==> src/rtl/proc_gen_if.sv <==
// Instruction/bus interface of the simple multi-cycle processor.
interface proc_gen_if #(
    parameter int unsigned W = 9
);
    logic         Run;
    logic [W-1:0] DIN;
    logic         Done;
    logic [W-1:0] BusWires;
    logic         Z;
    logic         C;

    modport master (output Run, DIN, input Done, BusWires, Z, C);
    modport slave  (input Run, DIN, output Done, BusWires, Z, C);
endinterface

==> src/rtl/proc_gen.sv <==
// Multi-cycle processor: eight GPRs, one shared bus, an A/G ALU and a T0..T3 step counter.
// mv/mvi/mvnz finish in T1; add/sub/and/or/xor finish in T3.
module proc_gen #(
    parameter int unsigned W = 9
) (
    input  logic       Clock,
    input  logic       Resetn,
    proc_gen_if.slave  bus_if
);
    localparam int unsigned NREG = 8;
    localparam int unsigned IRW  = 9;

    localparam logic [2:0] OP_MV   = 3'b000;
    localparam logic [2:0] OP_MVI  = 3'b001;
    localparam logic [2:0] OP_ADD  = 3'b010;
    localparam logic [2:0] OP_SUB  = 3'b011;
    localparam logic [2:0] OP_AND  = 3'b100;
    localparam logic [2:0] OP_OR   = 3'b101;
    localparam logic [2:0] OP_XOR  = 3'b110;
    localparam logic [2:0] OP_MVNZ = 3'b111;

    typedef enum logic [1:0] {T0 = 2'd0, T1 = 2'd1, T2 = 2'd2, T3 = 2'd3} step_e;

    step_e          step_q;
    logic [W-1:0]   regs_q [NREG];
    logic [W-1:0]   a_q;
    logic [W-1:0]   g_q;
    logic [IRW-1:0] ir_q;
    logic           z_q;
    logic           c_q;
    logic           done_q;

    logic [2:0]     op;
    logic [2:0]     rx;
    logic [2:0]     ry;
    logic [2:0]     din_op;
    logic [W-1:0]   bus_c;
    logic [W:0]     alu_c;

    assign op     = ir_q[8:6];
    assign rx     = ir_q[5:3];
    assign ry     = ir_q[2:0];
    assign din_op = bus_if.DIN[W-1:W-3];

    function automatic logic is_alu(input logic [2:0] o);
        return (o >= OP_ADD) && (o <= OP_XOR);
    endfunction

    // Bus source select; nothing drives the bus in T0
    always_comb begin
        bus_c = '0;
        case (step_q)
            T1: begin
                if (op == OP_MVI)                        bus_c = bus_if.DIN;
                else if (op == OP_MV || op == OP_MVNZ)   bus_c = regs_q[ry];
                else                                     bus_c = regs_q[rx];
            end
            T2:      bus_c = regs_q[ry];
            T3:      bus_c = g_q;
            default: bus_c = '0;
        endcase
    end

    // ALU result with carry/borrow in the extra top bit
    always_comb begin
        alu_c = '0;
        case (op)
            OP_ADD:  alu_c = {1'b0, a_q} + {1'b0, bus_c};
            OP_SUB:  alu_c = {1'b0, a_q} - {1'b0, bus_c};
            OP_AND:  alu_c = {1'b0, a_q & bus_c};
            OP_OR:   alu_c = {1'b0, a_q | bus_c};
            OP_XOR:  alu_c = {1'b0, a_q ^ bus_c};
            default: alu_c = '0;
        endcase
    end

    // Step sequencer and datapath registers; Done is registered one step ahead
    always_ff @(posedge Clock or negedge Resetn) begin
        if (!Resetn) begin
            step_q <= T0;
            for (int i = 0; i < NREG; i++) regs_q[i] <= '0;
            a_q    <= '0;
            g_q    <= '0;
            ir_q   <= '0;
            z_q    <= 1'b0;
            c_q    <= 1'b0;
            done_q <= 1'b0;
        end else begin
            done_q <= 1'b0;
            case (step_q)
                T0: begin
                    if (bus_if.Run) begin
                        ir_q   <= bus_if.DIN[W-1:W-IRW];
                        step_q <= T1;
                        done_q <= !is_alu(din_op);
                    end
                end
                T1: begin
                    if (is_alu(op)) begin
                        a_q    <= bus_c;
                        step_q <= T2;
                    end else begin
                        if (op != OP_MVNZ || !z_q) regs_q[rx] <= bus_c;
                        step_q <= T0;
                    end
                end
                T2: begin
                    g_q    <= alu_c[W-1:0];
                    z_q    <= (alu_c[W-1:0] == '0);
                    c_q    <= alu_c[W];
                    done_q <= 1'b1;
                    step_q <= T3;
                end
                T3: begin
                    regs_q[rx] <= bus_c;
                    step_q     <= T0;
                end
                default: step_q <= T0;
            endcase
        end
    end

    assign bus_if.BusWires = bus_c;
    assign bus_if.Done     = done_q;
    assign bus_if.Z        = z_q;
    assign bus_if.C        = c_q;
endmodule

==> src/flat_wrapper.sv <==
// flat-port wrapper written by rule: the top's interface ports become plain ports
module proc_gen_flat 
#(
    parameter int unsigned W = 9
)
  (Clock, Resetn, bus_if_Run, bus_if_DIN, bus_if_Done, bus_if_BusWires, bus_if_Z, bus_if_C);
  proc_gen_if #(.W(W)) bus_if_i ();
  input  logic Clock;
  input  logic Resetn;
  input wire logic [$bits(bus_if_i.Run)-1:0] bus_if_Run;
  input wire logic [$bits(bus_if_i.DIN)-1:0] bus_if_DIN;
  output wire logic [$bits(bus_if_i.Done)-1:0] bus_if_Done;
  output wire logic [$bits(bus_if_i.BusWires)-1:0] bus_if_BusWires;
  output wire logic [$bits(bus_if_i.Z)-1:0] bus_if_Z;
  output wire logic [$bits(bus_if_i.C)-1:0] bus_if_C;
  assign bus_if_i.Run = bus_if_Run;
  assign bus_if_i.DIN = bus_if_DIN;
  assign bus_if_Done = bus_if_i.Done;
  assign bus_if_BusWires = bus_if_i.BusWires;
  assign bus_if_Z = bus_if_i.Z;
  assign bus_if_C = bus_if_i.C;
  proc_gen #(.W(W)) u_core (.Clock(Clock), .Resetn(Resetn), .bus_if(bus_if_i));
endmodule
==> config.mk <==
export PLATFORM = sky130hd
export DESIGN_NAME = proc_gen_flat
export DESIGN_NICKNAME = d
export VERILOG_FILES = /design/src/rtl/proc_gen_if.sv /design/src/rtl/proc_gen.sv /design/src/flat_wrapper.sv
export SDC_FILE = /design/constraint.sdc
export NUM_CORES = 1
export LEC_CHECK = 0
export ABC_AREA = 0
export BUFFER_PORTS_ARGS = -buffer_cell sky130_fd_sc_hd__buf_2
export CAP_MARGIN = 15
export CORE_AREA = 5 5 99 125
export DETAILED_ROUTE_END_ITERATION = 8
export DIE_AREA = 0 0 104 130
export GPL_TIMING_DRIVEN = 1
export HOLD_SLACK_MARGIN = 0.05
export PLACE_DENSITY_LB_ADDON = 0.05
export REMOVE_ABC_BUFFERS = 1
export SLEW_MARGIN = 0
export SYNTH_ARGS = -nofsm -noshare
export SYNTH_HDL_FRONTEND = slang
export SYNTH_SLANG_ARGS = --single-unit
==> constraint.sdc <==
create_clock -name Clock -period 5.6 [get_ports Clock]
set_clock_uncertainty 0.1 [all_clocks]
set_input_delay 0.28 -clock Clock [delete_from_list [all_inputs] [get_ports Clock]]
set_output_delay 0.28 -clock Clock [all_outputs]
set_load 0.05 [all_outputs]
Word-level counts from Yosys, hierarchy flattened --
Cells that the tools add are included.
Operators by class: eq/ne operators 14, reduce and logical (&&, ||, !) cells 14, bitwise operators 5, muxes and demuxes 21, add/sub/neg operators 2, $lt $le $gt $ge 7
Operator list (count):
- $mux W72 | 2
- $pmux W72 S2 | 1
- $bwmux W72 | 1
- $mux W9 | 7
- $bmux W9 S3 | 2
- $pmux W10 S5 | 1
- $demux W9 S3 | 1
- $pmux W9 S3 | 1
- $eq A3 B3 Y1 const B | 4
- $add A9 B9 Y10 | 1
- $sub A9 B9 Y10 | 1
- $and A9 B9 Y9 | 1
- $logic_not A9 Y1 | 1
- $or A9 B9 Y9 | 1
- $xor A9 B9 Y9 | 1
- $ge A4 B4 Y1 const B | 2
- $not A3 Y4 | 2
- $pmux W2 S4 | 1
- $eq A3 B2 Y1 const B | 2
- $ge A3 B2 Y1 const B | 2
- $le A3 B3 Y1 const B | 2
- $eq A2 B2 Y1 const B | 2
- $lt A4 B1 Y1 const B | 1
- $mux W2 | 2
- 15 further kinds | 21
Word-level totals: register bits after elaboration 104, output and inout bits 12

Logic depth before layout (Yosys ltp) --
depth after elaboration 11, depth in mapped cells 20, depth with buffers taken out 17

Worst setup path before layout --
OpenSTA, ideal clock, no wires.
kind register to register, start register u_core.ir_q[2], end register u_core.z_q, in the netlist u_core.bus_if.Z, setup slack 1.424 ns, data arrival time 3.955 ns, path buffers 2, stages on the path, launching flop included 19, data required time 5.378 ns, library setup time 0.122 ns, cell sequence dfrtp_1 -> buf_6 -> mux2_1 -> mux4_2 -> mux2_2 -> a2bb2oi_4 -> buf_2 -> ha_1 -> nor2_1 -> a21o_1 -> inv_1 -> fa_1 -> o21ai_0 -> a21o_1 -> a21o_1 -> a31oi_1 -> xnor2_1 -> o21ai_0 -> a32o_1
On the way: cells in the longest elaborated chain, start to end 10
Ends and longest elaborated chain:
- from (decl) | line proc_gen.sv:28 | logic [IRW-1:0] ir_q;
- from (signal assigned) | line proc_gen.sv:93 | ir_q <= bus_if.DIN[W-1:W-IRW];
- $not A3 Y4 (implied by the code) (*) | line proc_gen.sv:55, proc_gen.sv:58
- $bmux W9 S3 (*) | line proc_gen.sv:55, proc_gen.sv:58
- $mux W9 (implied by the code) (*) (2 in a row) | line proc_gen.sv:55, proc_gen.sv:58
- $mux W9 | line proc_gen.sv:55 | else if (op == OP_MV || op == OP_MVNZ) bus_c = regs_q[ry];
- $mux W9 | line proc_gen.sv:54 | if (op == OP_MVI) bus_c = bus_if.DIN;
- $pmux W9 S3 (*) | line proc_gen.sv:52 | case (step_q)
- $sub A9 B9 Y10 (tied with other cells) | line proc_gen.sv:69 | OP_SUB: alu_c = {1'b0, a_q} - {1'b0, bus_c};
- $pmux W10 S5 (*) | line proc_gen.sv:67 | case (op)
- $logic_not A9 Y1 (*) | line proc_gen.sv:109 | z_q <= (alu_c[W-1:0] == '0);
- to (signal assigned) | line proc_gen.sv:109
- to (decl) | line proc_gen.sv:29 | logic z_q;
Mark *: on every way between the ends. The rest lies on a longest branch, timed or not. The select of a mux whose other input is x is not followed. A chain may end at the register's enable or synchronous reset.

Final worst setup path --
start register u_core.ir_q[5], end register u_core.z_q, in the netlist u_core.bus_if.Z
On the way: cells in the longest elaborated chain, start to end 10
Ends and longest elaborated chain:
- $not A3 Y4 (implied by the code) (*) | line proc_gen.sv:56 | else bus_c = regs_q[rx];
- $bmux W9 S3 (*) | line proc_gen.sv:56
- $mux W9 (implied by the code) (*) (2 in a row) | line proc_gen.sv:56
- $mux W9 (*) | line proc_gen.sv:55
- $mux W9 (*) | line proc_gen.sv:54
- $pmux W9 S3 (*) | line proc_gen.sv:52
- $sub A9 B9 Y10 (tied with other cells) | line proc_gen.sv:69
- $pmux W10 S5 (*) | line proc_gen.sv:67
- $logic_not A9 Y1 (*) | line proc_gen.sv:109
Marks and branches as above.

==> reports/qor.yml <==
run_status: "completed"
synth-compound-area-share: 0.169
cpPeakStageDelay_ps: 960
ys_seq_area_frac: 0.402
core_um2: 11000
fill_cells: 904
critical_path.reg2reg.startpoint: "u_core.ir_q[5]"
yosys_warnings: 0
synth.most_common_cell: "sky130_fd_sc_hd__nand2_1"
worst_skew_pair.late_latency_ps: 360
syn_area_cell_um2: 9.63
globalRouteTotalUtil: 0.277
critical_path.n_buffers_inverters: 0
drt_iter0_drc: 287
final_min_period_over_clock_period: 0.892
final.min_clock_period_ps: 4990
routability_cong: 0.902
horizontal_die_dimension_um: 104
critPathTopFamily: "compound AO/OA/AOI/OAI gates"
die_h_um: 130
critical_path.most_common_cell: "sky130_fd_sc_hd__o21ai_0"
vias: 5118
ys_ff_latch: 104
top_area_cells_in_the_synthesized_netlist: "sky130_fd_sc_hd__dfrtp_1 40%, sky130_fd_sc_hd__mux4_2 8.3%, sky130_fd_sc_hd__o21ai_0 8.3%, sky130_fd_sc_hd__nand2_1 7.3%, sky130_fd_sc_hd__ha_1 5.8%"
buffer_ports.inserted: 23
pin_count: 24
drive_gt1_frac: 0.175
syn_to_final_growth_pct: 8.66
setup.worst_path.end_class: "register"
residual_antenna_violating_net_count_after_detailed_routing: 0
synthMuxAreaShare: 0.159
worstPathArrival_ps: 5140
clk_pin_slew_ps: 80
synthArstFlopShare: 1.00
worstPathMaxFanout: 26
fp.dieArea_um2: 13500
yosys_top_cell_area_share: 0.402
timing.critical_path.depth: 16
final_net_count: 725
hold_path.startpoint: "bus_if_Run"
max-clock-path-buffers: 2
hold_path.class: "in -> reg"
setup.reg_to_reg.worst_slack_ps: 610
clock_tree.htree_level_count: 3
critical_path_class: "reg -> reg"
numClockSinks: 104
final_max_tran_viols: 0
hold_end: "u_core.step_q[0]"
detail_route.drc_violations: 0
post_synth_cell_types: 62
detail_route.first_pass.iterations: 6
whs_path_cells: 3
dominant_synthesized_flop_cell: "sky130_fd_sc_hd__dfrtp_1"
synth.top_cells.by_count: "126 x sky130_fd_sc_hd__nand2_1, 107 x sky130_fd_sc_hd__o21ai_0, 104 x sky130_fd_sc_hd__dfrtp_1"
post_drt_wl_per_cell_um: 22.2
hpwlAfterDp_mm: 13.1
post_cts_buffers: 0
grt_setup_unrepaired: "false"
synth_cells: 672
timing.reg2reg.worst_path_depth: 16
number_of_max_cap_violations: 0
worstReg2RegEnd: "u_core.bus_if.Z"
synth.largest_area_cell: "sky130_fd_sc_hd__dfrtp_1"
main_combinational_cell_family_by_area_after_synthesis: "compound AO/OA/AOI/OAI gates"
post_synth_fa_ha_maj_area_fraction: 0.0611
antenna_found_initial: 0
initial_standard_cell_utilization_of_the_core: 0.590
timing_worst_slew_pin_value_ps: 969
cts-buffers-inserted: 9
fmax_mhz: 200
start_kind: "register"
area_fraction_in_and_or_nand_and_nor_cells_after_synthesis: 0.136
edff_count_synth: 0
synthesized_area_fraction_occupied_by_xor_and_xnor_cells: 0.0203
worst_hold_slack_ps: 52.5
final-seq-area_um2: 2600
worstPathRequired_ps: 5740
cts_tree: "done"
grt_max_degree: 78
worstPathCellList: "nand3b_1 > o21ai_0 > a2111oi_1 > a2bb2oi_2 > ha_1 > nor2_1 > a21o_1 > ha_1 > nor2b_1 > o21ai_0 > a21boi_0 > o21ai_0 > a21oi_1 > xor2_1 > o21ai_0 > a32o_1"
finalHoldViolations: 0
vias_in_the_first_global_route: 5311
std_cell_rows: 43
critical_path.slowest_cell: "sky130_fd_sc_hd__dfrtp_1"
clock_tree.root_cell: "sky130_fd_sc_hd__clkbuf_16"
multi_input_combinational_cell_area_um2: 3530
syn-cell-area_um2: 6470
wl_mm: 18.2
grt_remaining_overflow: 0
setup-violations-final: 0
grt_pass1_wl_mm: 29.0
n_antenna_cell: 0
avgViaCountPerCell: 6.23
maxSlewHeadroom: 0.354
totalNegativeSetupSlack_ps: 0
-- worst reg2reg max path: cells and delay by family (launching register included) --
| family | cells | cell delay (ps) |
|---|---|---|
| AO/OA/AOI/OAI | 10 | 2610 |
| flip-flops | 1 | 960 |
| adder cells (fa/ha/maj) | 2 | 550 |
| AND/OR/NAND/NOR | 3 | 440 |
| XOR/XNOR | 1 | 210 |
-- cell type report --
class                   instances  share of cell area
multi-input cells             493               0.502
flip-flops and latches        104               0.370
repair buffers                 47              0.0427
clock buffers                   9              0.0320
well taps                     135              0.0240
clock inverters                 7              0.0149
inverters                      27              0.0144
-- repair_timing --
item                      CTS  global route
hold buffers                1             0
resized for setup           0             0
hold endpoints to repair   27             0
-- per-layer routing --
layer,GRT usage,part of all wire,vias up
met5,0,0,-
met4,0.152,0.051,0
met3,0.0426,0.047,56
met2,0.483,0.50,169
met1,0.331,0.40,2509
li1,-,-,2384
-- cell usage in the layout (no fill, tap or decap), types with 3 or more instances in the layout --
cell	netlist	final
sky130_fd_sc_hd__nand2_1	126	126
sky130_fd_sc_hd__o21ai_0	107	107
sky130_fd_sc_hd__dfrtp_1	104	104
sky130_fd_sc_hd__ha_1	30	30
sky130_fd_sc_hd__inv_1	25	25
sky130_fd_sc_hd__mux2i_1	25	25
sky130_fd_sc_hd__nor2_1	25	25
sky130_fd_sc_hd__mux4_2	24	24
sky130_fd_sc_hd__buf_4	3	24
sky130_fd_sc_hd__buf_2	13	22
sky130_fd_sc_hd__mux2_2	19	19
sky130_fd_sc_hd__a21oi_1	15	15
sky130_fd_sc_hd__a21o_1	12	12
sky130_fd_sc_hd__xnor2_1	10	10
sky130_fd_sc_hd__a31oi_1	9	9
sky130_fd_sc_hd__clkbuf_16	0	9
sky130_fd_sc_hd__nand3_1	8	8
sky130_fd_sc_hd__nor2b_1	8	8
sky130_fd_sc_hd__nand3b_1	6	6
sky130_fd_sc_hd__a221oi_1	5	5
sky130_fd_sc_hd__xor2_1	5	5
sky130_fd_sc_hd__a22oi_1	4	4
sky130_fd_sc_hd__o21ai_1	3	3
sky130_fd_sc_hd__nand2b_1	3	3
sky130_fd_sc_hd__and2_1	3	3
sky130_fd_sc_hd__a221oi_2	3	3
sky130_fd_sc_hd__a21boi_0	3	3
sky130_fd_sc_hd__o221ai_1	3	3
sky130_fd_sc_hd__or2_2	3	3
sky130_fd_sc_hd__clkinv_4	0	3
-- state kept, by name, indices dropped and copies added (netlist names), named ones only --
signal	flops
u_core.a_q	9
u_core.bus_if.Done	1
u_core.bus_if.Z	1
u_core.bus_if.C	1
u_core.g_q	9
u_core.step_q	1
u_core.ir_q	9
u_core.regs_q	72
-- kinds of logic after synthesis --
group / after synthesis
buffers and inverters: 75
xor gates and xnor gates: 15
AOI/OAI and AO/OA: 179
adders and majority gates: 31
muxes: 70
DFF: 104
and+or+nand+nor: 198
-- worst max-delay path by stage --
stage	from	to	slack, ps
4_1_cts	u_core.ir_q[5]	u_core.bus_if.Z	650
2_1_floorplan	u_core.ir_q[0]	u_core.bus_if.Z	950
5_1_grt	u_core.ir_q[5]	u_core.bus_if.Z	220
3_3_place_gp	u_core.ir_q[5]	u_core.bus_if.Z	820
6_report	u_core.ir_q[5]	u_core.bus_if.Z	610
3_5_place_dp	u_core.ir_q[5]	u_core.bus_if.Z	680
-- stage by stage --
stage	setup WS (ps)	cells	utilization	area (um2)
6_report	607	822	0.641	7030
2_1_floorplan	955	624	-	6230
3_5_place_dp	681	805	0.610	6690
4_1_cts	648	822	0.641	7030
3_3_place_gp	823	805	0.610	6690
5_1_grt	222	822	0.641	7030
Power is left out: the tool's default activity adds up to more than one toggle a clock period on the data nets, which glitch-free logic cannot reach.
